`config.mk`:
```
export PLATFORM = sky130hd
export DESIGN_NAME = key_repeat_flat
export DESIGN_NICKNAME = d
export VERILOG_FILES = /design/src/rtl/key_repeat_pkg.sv /design/src/rtl/key_repeat_if.sv /design/src/rtl/key_repeat.sv /design/src/flat_wrapper.sv
export SDC_FILE = /design/constraint.sdc
export NUM_CORES = 1
export LEC_CHECK = 0
export BUFFER_PORTS_ARGS = -buffer_cell sky130_fd_sc_hd__buf_2
export CAP_MARGIN = 20
export CORE_MARGIN = 2
export CORE_UTILIZATION = 40
export CTS_BUF_LIST = sky130_fd_sc_hd__clkbuf_2
export CTS_CLUSTER_DIAMETER = 150
export DETAILED_ROUTE_END_ITERATION = 7
export HOLD_SLACK_MARGIN = 0.08
export SKIP_LAST_GASP = 1
export SLEW_MARGIN = 20
export SYNTH_ARGS = -nofsm -noshare
export SYNTH_HDL_FRONTEND = slang
export SYNTH_SLANG_ARGS = --single-unit
```
`constraint.sdc`:
```
create_clock -name clk -period 3.7 [get_ports clk]
set_clock_uncertainty 0.05 [all_clocks]
set_input_delay 0.74 -clock clk [delete_from_list [all_inputs] [get_ports clk]]
set_output_delay 0.74 -clock clk [all_outputs]
set_load 0.03 [all_outputs]
```
`src/rtl/key_repeat_pkg.sv`:
```
// ============================================================================
// Module      : key_repeat_pkg
// Description : Shared types and cycle-count derivation for the key_repeat
//               press-event generator (state encoding, simulation scaling).
// Revision    : 1.0 - initial release
// ============================================================================
`default_nettype none

package key_repeat_pkg;

  // Per-key FSM encoding; WAIT_RELEASE is the reset state so a key held
  // through reset never produces a press event.
  typedef enum logic [1:0] {
    WAIT_RELEASE = 2'd0,
    IDLE         = 2'd1,
    HOLD         = 2'd2,
    REPEAT       = 2'd3
  } state_t;

  // Shortened timings used when SIMULATION=1, shared with the debounce and
  // clock-divider blocks so that all timers scale together.
  localparam int unsigned SIM_HOLD_CYCLES   = 200;
  localparam int unsigned SIM_REPEAT_CYCLES = 50;

  // Width of the per-hold press counter reported to the controller.
  localparam int unsigned PULSE_COUNT_W = 8;

  // Milliseconds to clock cycles; divide first to stay within 32 bits.
  function automatic int unsigned ms_to_cycles(input int unsigned clk_freq,
                                               input int unsigned ms);
    return (clk_freq / 1000) * ms;
  endfunction

  // Select the simulation constant or the real-time derived cycle count.
  function automatic int unsigned scaled_cycles(input bit          sim,
                                                input int unsigned sim_cycles,
                                                input int unsigned clk_freq,
                                                input int unsigned ms);
    return sim ? sim_cycles : ms_to_cycles(clk_freq, ms);
  endfunction

  function automatic int unsigned max_u(input int unsigned a,
                                        input int unsigned b);
    return (a > b) ? a : b;
  endfunction

endpackage

`default_nettype wire

```
`src/rtl/key_repeat_if.sv`:
```
// ============================================================================
// Module      : key_repeat_if
// Description : Key level / controller enable in, press-event outputs back to
//               the clock controller. master = controller side, slave = DUT.
// Revision    : 1.0 - initial release
// ============================================================================
`default_nettype none

interface key_repeat_if;
  import key_repeat_pkg::*;

  logic                     key_n;
  logic                     repeat_en;
  logic                     press_pulse;
  logic                     release_pulse;
  logic                     long_press;
  logic [PULSE_COUNT_W-1:0] pulse_count;

  modport master (
    output key_n,
    output repeat_en,
    input  press_pulse,
    input  release_pulse,
    input  long_press,
    input  pulse_count
  );

  modport slave (
    input  key_n,
    input  repeat_en,
    output press_pulse,
    output release_pulse,
    output long_press,
    output pulse_count
  );

endinterface

`default_nettype wire

```
`src/rtl/key_repeat.sv`:
```
// ============================================================================
// Module      : key_repeat
// Description : Turns a debounced active-low key level into one-cycle press /
//               release pulses, with optional auto-repeat after a long hold,
//               a long-press level and a saturating per-hold pulse count.
// Revision    : 1.0 - initial release
// ============================================================================
`default_nettype none

module key_repeat
  import key_repeat_pkg::*;
#(
  parameter int unsigned CLK_FREQ   = 50_000_000,
  parameter int unsigned HOLD_MS    = 500,
  parameter int unsigned REPEAT_MS  = 100,
  parameter int unsigned SIMULATION = 0
) (
  input  wire logic    clk,
  input  wire logic    rst,
  key_repeat_if.slave  kif
);

  localparam int unsigned HOLD_CYCLES =
    scaled_cycles(SIMULATION != 0, SIM_HOLD_CYCLES, CLK_FREQ, HOLD_MS);
  localparam int unsigned REPEAT_CYCLES =
    scaled_cycles(SIMULATION != 0, SIM_REPEAT_CYCLES, CLK_FREQ, REPEAT_MS);
  localparam int unsigned CNT_RAW_W = $clog2(max_u(HOLD_CYCLES, REPEAT_CYCLES));
  localparam int unsigned CNT_W     = (CNT_RAW_W < 1) ? 1 : CNT_RAW_W;

  localparam logic [CNT_W-1:0]         HOLD_LAST   = CNT_W'(HOLD_CYCLES - 1);
  localparam logic [CNT_W-1:0]         REPEAT_LAST = CNT_W'(REPEAT_CYCLES - 1);
  localparam logic [CNT_W-1:0]         CNT_ZERO    = '0;
  localparam logic [CNT_W-1:0]         CNT_ONE     = CNT_W'(1);
  localparam logic [PULSE_COUNT_W-1:0] PCNT_ONE    = PULSE_COUNT_W'(1);
  localparam logic [PULSE_COUNT_W-1:0] PCNT_MAX    = '1;

  state_t                   state_q, state_d;
  logic [CNT_W-1:0]         counter_q, counter_d;
  logic                     press_pulse_q, press_pulse_d;
  logic                     release_pulse_q, release_pulse_d;
  logic                     long_press_q, long_press_d;
  logic [PULSE_COUNT_W-1:0] pulse_count_q, pulse_count_d;

  // State, timer and all outputs are registered; reset is asynchronous.
  always_ff @(posedge clk or posedge rst) begin
    if (rst) begin
      state_q         <= WAIT_RELEASE;
      counter_q       <= '0;
      press_pulse_q   <= 1'b0;
      release_pulse_q <= 1'b0;
      long_press_q    <= 1'b0;
      pulse_count_q   <= '0;
    end else begin
      state_q         <= state_d;
      counter_q       <= counter_d;
      press_pulse_q   <= press_pulse_d;
      release_pulse_q <= release_pulse_d;
      long_press_q    <= long_press_d;
      pulse_count_q   <= pulse_count_d;
    end
  end

  // Next-state and output logic; release is checked first in every held
  // state so it always wins over a coincident repeat terminal count.
  always_comb begin
    state_d         = state_q;
    counter_d       = counter_q;
    press_pulse_d   = 1'b0;
    release_pulse_d = 1'b0;
    long_press_d    = long_press_q;
    pulse_count_d   = pulse_count_q;

    case (state_q)
      WAIT_RELEASE: begin
        if (kif.key_n) begin
          state_d = IDLE;
        end
      end

      IDLE: begin
        if (!kif.key_n) begin
          state_d       = HOLD;
          press_pulse_d = 1'b1;
          pulse_count_d = PCNT_ONE;
          counter_d     = CNT_ZERO;
        end
      end

      HOLD: begin
        if (kif.key_n) begin
          state_d         = IDLE;
          release_pulse_d = 1'b1;
          long_press_d    = 1'b0;
          counter_d       = CNT_ZERO;
        end else if (long_press_q) begin
          // Frozen hold: wait for the controller to permit repeating.
          if (kif.repeat_en) begin
            state_d   = REPEAT;
            counter_d = CNT_ZERO;
          end
        end else if (counter_q == HOLD_LAST) begin
          long_press_d = 1'b1;
          counter_d    = CNT_ZERO;
          if (kif.repeat_en) begin
            state_d = REPEAT;
          end
        end else begin
          counter_d = counter_q + CNT_ONE;
        end
      end

      REPEAT: begin
        if (kif.key_n) begin
          state_d         = IDLE;
          release_pulse_d = 1'b1;
          long_press_d    = 1'b0;
          counter_d       = CNT_ZERO;
        end else if (!kif.repeat_en) begin
          state_d   = HOLD;
          counter_d = CNT_ZERO;
        end else if (counter_q == REPEAT_LAST) begin
          press_pulse_d = 1'b1;
          counter_d     = CNT_ZERO;
          if (pulse_count_q != PCNT_MAX) begin
            pulse_count_d = pulse_count_q + PCNT_ONE;
          end
        end else begin
          counter_d = counter_q + CNT_ONE;
        end
      end

      default: begin
        state_d = WAIT_RELEASE;
      end
    endcase
  end

  assign kif.press_pulse   = press_pulse_q;
  assign kif.release_pulse = release_pulse_q;
  assign kif.long_press    = long_press_q;
  assign kif.pulse_count   = pulse_count_q;

endmodule

`default_nettype wire

```
`src/flat_wrapper.sv`:
```
// flat-port wrapper written by rule: the top's interface ports become plain ports
module key_repeat_flat import key_repeat_pkg::*;
#(
  parameter int unsigned CLK_FREQ   = 50_000_000,
  parameter int unsigned HOLD_MS    = 500,
  parameter int unsigned REPEAT_MS  = 100,
  parameter int unsigned SIMULATION = 0
)
  (clk, rst, kif_key_n, kif_repeat_en, kif_press_pulse, kif_release_pulse, kif_long_press, kif_pulse_count);
  key_repeat_if kif_i ();
  input  wire logic clk;
  input  wire logic rst;
  input wire logic [$bits(kif_i.key_n)-1:0] kif_key_n;
  input wire logic [$bits(kif_i.repeat_en)-1:0] kif_repeat_en;
  output wire logic [$bits(kif_i.press_pulse)-1:0] kif_press_pulse;
  output wire logic [$bits(kif_i.release_pulse)-1:0] kif_release_pulse;
  output wire logic [$bits(kif_i.long_press)-1:0] kif_long_press;
  output wire logic [$bits(kif_i.pulse_count)-1:0] kif_pulse_count;
  assign kif_i.key_n = kif_key_n;
  assign kif_i.repeat_en = kif_repeat_en;
  assign kif_press_pulse = kif_i.press_pulse;
  assign kif_release_pulse = kif_i.release_pulse;
  assign kif_long_press = kif_i.long_press;
  assign kif_pulse_count = kif_i.pulse_count;
  key_repeat #(.CLK_FREQ(CLK_FREQ), .HOLD_MS(HOLD_MS), .REPEAT_MS(REPEAT_MS), .SIMULATION(SIMULATION)) u_core (.clk(clk), .rst(rst), .kif(kif_i));
endmodule
```
Yosys cells after proc, flatten, opt, wreduce, memory -nomap -nowiden
Cells that the tools add are included.
Widths: inputs -> output; s select.
{"block": "word_totals", "romBits": 0, "memories": 0, "out_inout_bits": 11, "reg_bits": 38, "latchBits": 0, "ram_bits": 0}
{"block": "op_classes", "multipliers": 0, "reduce_logical": 9, "order_cmp": 0, "bitwise": 0, "n_addsub": 2, "div_mod_pow": 0, "n_eq_ne": 16, "mux": 36, "n_shift": 0}
{"op": "$mux 25", "count": 8}
{"op": "$pmux 25 s3", "count": 1}
{"op": "$mux 8", "count": 5}
{"op": "$add 25x1->25 const B", "count": 1}
{"op": "$eq 25x23->1 const B", "count": 1}
{"op": "$eq 25x25->1 const B", "count": 1}
{"op": "$mux 2", "count": 8}
{"op": "$pmux 8 s2", "count": 1}
{"op": "$mux 1", "count": 10}
{"op": "$ne 2x2->1 const B", "count": 5}
{"op": "$add 8x1->8 const B", "count": 1}
{"op": "$ne 8x8->1 const B", "count": 1}
{"op": "$pmux 2 s4", "count": 1}
{"op": "$reduce_and 6->1", "count": 1}
{"op": "$eq 2x2->1 const B", "count": 2}
{"op": "$ne 2x1->1 const B", "count": 2}
{"op": "$ne 4x2->1 const B", "count": 1}
{"op": "$ne 4x4->1 const B", "count": 1}
{"op": "$pmux 1 s2", "count": 2}
{"op": "$reduce_and 4->1", "count": 1}
{"op": "$reduce_bool 2->1", "count": 2}
{"op": "$ne 3x3->1 const B", "count": 1}
{"op": "$reduce_and 3->1", "count": 1}
{"op": "$reduce_bool 3->1", "count": 1}
{"op": "4 further kinds", "count": 4}

Logic depth before layout (Yosys ltp)
{"block": "depth", "word_depth": 6, "ltp_mapped": 8}

Worst setup path before layout
Ideal clock, no wire load.
{"block": "synth_timing", "kind": "register to register", "start": "reg u_core.counter_q[6]", "end": "reg u_core.counter_q[21]", "synth_period_minus_slack_ps": 2230, "path_stages_with_launch": 7, "setup_slack_ps": 1470, "required_ps": 3524, "path_buffers": 0, "t_arrival_ps": 2054, "cell_sequence": "dfrtp_1 or4b_1 nor4_2 and3_2 o22ai_4 and3_1 a221o_1"}
{"block": "synth_via", "elab_chain_cells": 5, "elab_cells_between_ends": 10, "cone_classes": "add/sub (1); eq/ne (2); mux (7)"}
{"item": "from (decl)", "line": "key_repeat.sv:38", "text": "logic [CNT_W-1:0] counter_q, counter_d;"}
{"item": "from (signal assigned)", "line": "key_repeat.sv:55", "text": "counter_q <= counter_d;"}
{"item": "$add 25x1->25 (tied with other cells)", "line": "key_repeat.sv:108, key_repeat.sv:128"}
{"item": "$mux 25 (on tied branches)", "line": "key_repeat.sv:121, key_repeat.sv:101"}
{"item": "$mux 25 (on tied branches)", "line": "key_repeat.sv:118, key_repeat.sv:95"}
{"item": "$mux 25 (on tied branches)", "line": "key_repeat.sv:113, key_repeat.sv:90"}
{"item": "$pmux 25 s3 *", "line": "key_repeat.sv:73", "text": "case (state_q)"}
Mark *: on every way between the ends. The rest lies on a longest branch, timed or not.
A chain may end at the register's enable or synchronous reset.

Worst setup path in the final report
{"block": "layout_timing", "start": "reg u_core.counter_q[6]", "end": "reg u_core.counter_q[16]"}
The elaborated chain is that of the path after synthesis.

==> results.toml <==
[logic_synthesis]
synth-main-ff-cell = "dfrtp_1"
ys_ff_latch = 38
yosys.cell_count.top_type = "dfrtp_1"
synthTopCellsByArea = "dfrtp_1, nor2_1, nand2_1"
synth.distinct_cells = 40
synth_seq_area_share = 0.467
yosysWarnings = 0
ys_async_sr_fraction = 1.00
syn_area_um2 = 2040
yosys.area.top_type_share = 0.467
synth_common_cells = "dfrtp_1, nor2_1, nand2_1"
netlist_instances = 225
synth_edf_count = 0
syn_nets = 231
yosysTopAreaCell = "dfrtp_1"
post_synth.cell_area_avg_um2 = 9.05

[clock_network]
cts_resized = 0
cts_htree_levels = 2
cts_buffers = 5
cts_tree = "built"
clk_latency_ps = 380
clockRootBuffer = "clkbuf_2"
hold_buffers = 0
clkTransAtPathRegs_ps = 190
cts.sinks = 38
clockBufferDepth = 2
postCtsSetupBuffers = 0

[setup_path]
crit_top_cell = "nor2_1"
crit_fanout = 27
cp-end-kind = "flip-flop"
cp_num_buf_inv = 0
cp.required_ps = 3920
cp_data_arrival_time_ps = 2770
critPathTopFamily = "simple AND/OR/NAND/NOR gates"
crit_path_cell_trace = "or4b_1, nor4_2, and3_2, o22ai_4, nor2_1, nor2_1"
startpoint_type = "flip-flop"
slowest_delay_ps = 550
crit_type = "reg -> reg"
critPathSlowestCell = "or4b_1"

[power]
max-vdd-ir-drop_uv = 172
p_leak_uw = 0.000944
powerDensity_nw_per_um2 = 312

[die]
core-area_um2 = 4820
fp-row-count = 25
start_util = 0.423
die_x_um = 75.3
die_area_um2 = 5680
pin_count = 15
die_h_um = 75.3

[job]
drv_cap = 0

[finish]
area_growth_pct = 9.10
drive_gt1_frac = 0.115
fin_nets = 248
num_antenna_cells = 0
final_core_util = 0.461
instances_no_fill = 310
fill_cells = 485

[timing]
rsz0062_at_grt = "no"
max_freq_mhz = 392
fin_setup_tns_ps = 0
whs_ps = 365
period_minus_slack_ps = 2550
hold_viol = 0
setup_viol = 0
fin_crit_sh = 0.689
drv_slew = 0
relSlewSlack = 0.550
worst_pin_slew_ps = 676

[global_routing]
grt_overflow = 0
grt_pass1_wl_mm = 7.74
grt_pass1_vias = 1601
grtUsageMet2 = 0.271
use_met1 = 0.258
antenna_found_initial = 0
grt_max_degree = 39
top_usage_layer = "met2"
met3_usage = 0.0357
grtUsageTotal = 0.178

[detailed_routing]
ant_nets = 0
firstDrtPassIters = 4
viasPerCell = 5.47
drc = 0
wl_per_cell_um = 13.8
num_vias = 1696
wl_mm = 4.28
drt_iter0_markers = 81

[outcome]
status = "finished, final reports clean"

[placed_design]
portBuffers = 14
dpl.hpwl_mm = 3.03
post-place-cells = 302
place_congestion = 0.839

[min_path]
min-delay-path-class = "in -> async"
-- kinds of logic after synthesis --
logic type               after synthesis  share of synthesized area
AND/OR/NAND/NOR                      110                      0.280
multiplexers                           3                     0.0148
flip-flops                            38                      0.467
buffers and inverters                 15                     0.0295
adder cells (fa/ha/maj)                2                     0.0123
AO/OA/AOI/OAI                         46                      0.149
XOR/XNOR                              11                     0.0473
-- worst paths after layout --
check                                                              to  slack, ps  cells past startpoint                             from
max in group asynchronous            u_core.counter_q[22]$_DFFE_PP0P_       2890                      3                              rst
worst max register to register       u_core.counter_q[16]$_DFFE_PP0P_       1150                      6  u_core.counter_q[6]$_DFFE_PP0P_
worst min-delay path            u_core.kif.pulse_count[6]$_DFFE_PP0P_        370                      3                              rst
worst min register to register        u_core.counter_q[0]$_DFFE_PP0P_        470                      1  u_core.counter_q[0]$_DFFE_PP0P_
worst max-delay path                 u_core.counter_q[16]$_DFFE_PP0P_       1150                      6  u_core.counter_q[6]$_DFFE_PP0P_
min in group clk                      u_core.counter_q[0]$_DFFE_PP0P_        470                      1  u_core.counter_q[0]$_DFFE_PP0P_
-- per-layer routing --
layer	part of all wire	routed length, µm
met2	0.45	1910
met1	0.50	2150
met5	0	0
met4	0.011	46
met3	0.041	177
-- placed cells by master, fill, tap and decap left out, drive strengths merged, types with 2 or more instances in the layout --
cell type   n
and2        3
nor4        4
clkinv      2
xnor2       9
nand2      24
or4         2
nor3        6
ha          2
inv         8
nor2b       3
mux2i       3
and3        9
o21ai      11
and4        2
or3         5
nand2b      3
nand4       4
a21oi      13
clkbuf      6
buf        17
a31oi       9
dfrtp      38
a22o        4
nor2       25
xor2        2
a41oi       3
nand3      15
-- per-stage QoR --
step                      power [µW]  cell area, µm²  worst slack (ps)
final                            693            2220              1150
after global routing             741            2220               992
after CTS                        708            2220              1140
after detailed placement         524            2180              1160
after global placement           522            2180              1230
after floorplan                  498            2040              1470
-- layout make-up --
class | instances | area (µm²) | area share
clock buffers | 6 | 30.0 | 0.0135
clock inverters | 2 | 8.76 | 0.00394
inverters | 8 | 30.0 | 0.0135
multi-input cells | 172 | 1020 | 0.461
flip-flops and latches | 38 | 951 | 0.428
well taps | 67 | 83.8 | 0.0377
repair buffers | 17 | 92.6 | 0.0417
-- worst register-to-register path, cell delays in order (launching register included) --
cell	delay, ps
dfrtp_1	480
or4b_1	550
nor4_2	350
and3_2	300
o22ai_4	210
nor2_1	400
nor2_1	100
-- sequential cells by signal (all words and copies together), names as in the netlist --
name,flops
u_core.counter_q,25
u_core.kif.long_press,1
u_core.kif.press_pulse,1
u_core.kif.pulse_count,8
u_core.kif.release_pulse,1
u_core.state_q,2
-- power by group --
| group | total (µW) | internal [µW] | switching, µW |
|---|---|---|---|
| clock network | 180 | 46.5 | 133 |
| logic | 73.7 | 23.7 | 49.9 |
| registers | 440 | 428 | 12.5 |
| total | 693 | 498 | 196 |
No activity file was read; power rests on OpenSTA's default activity.
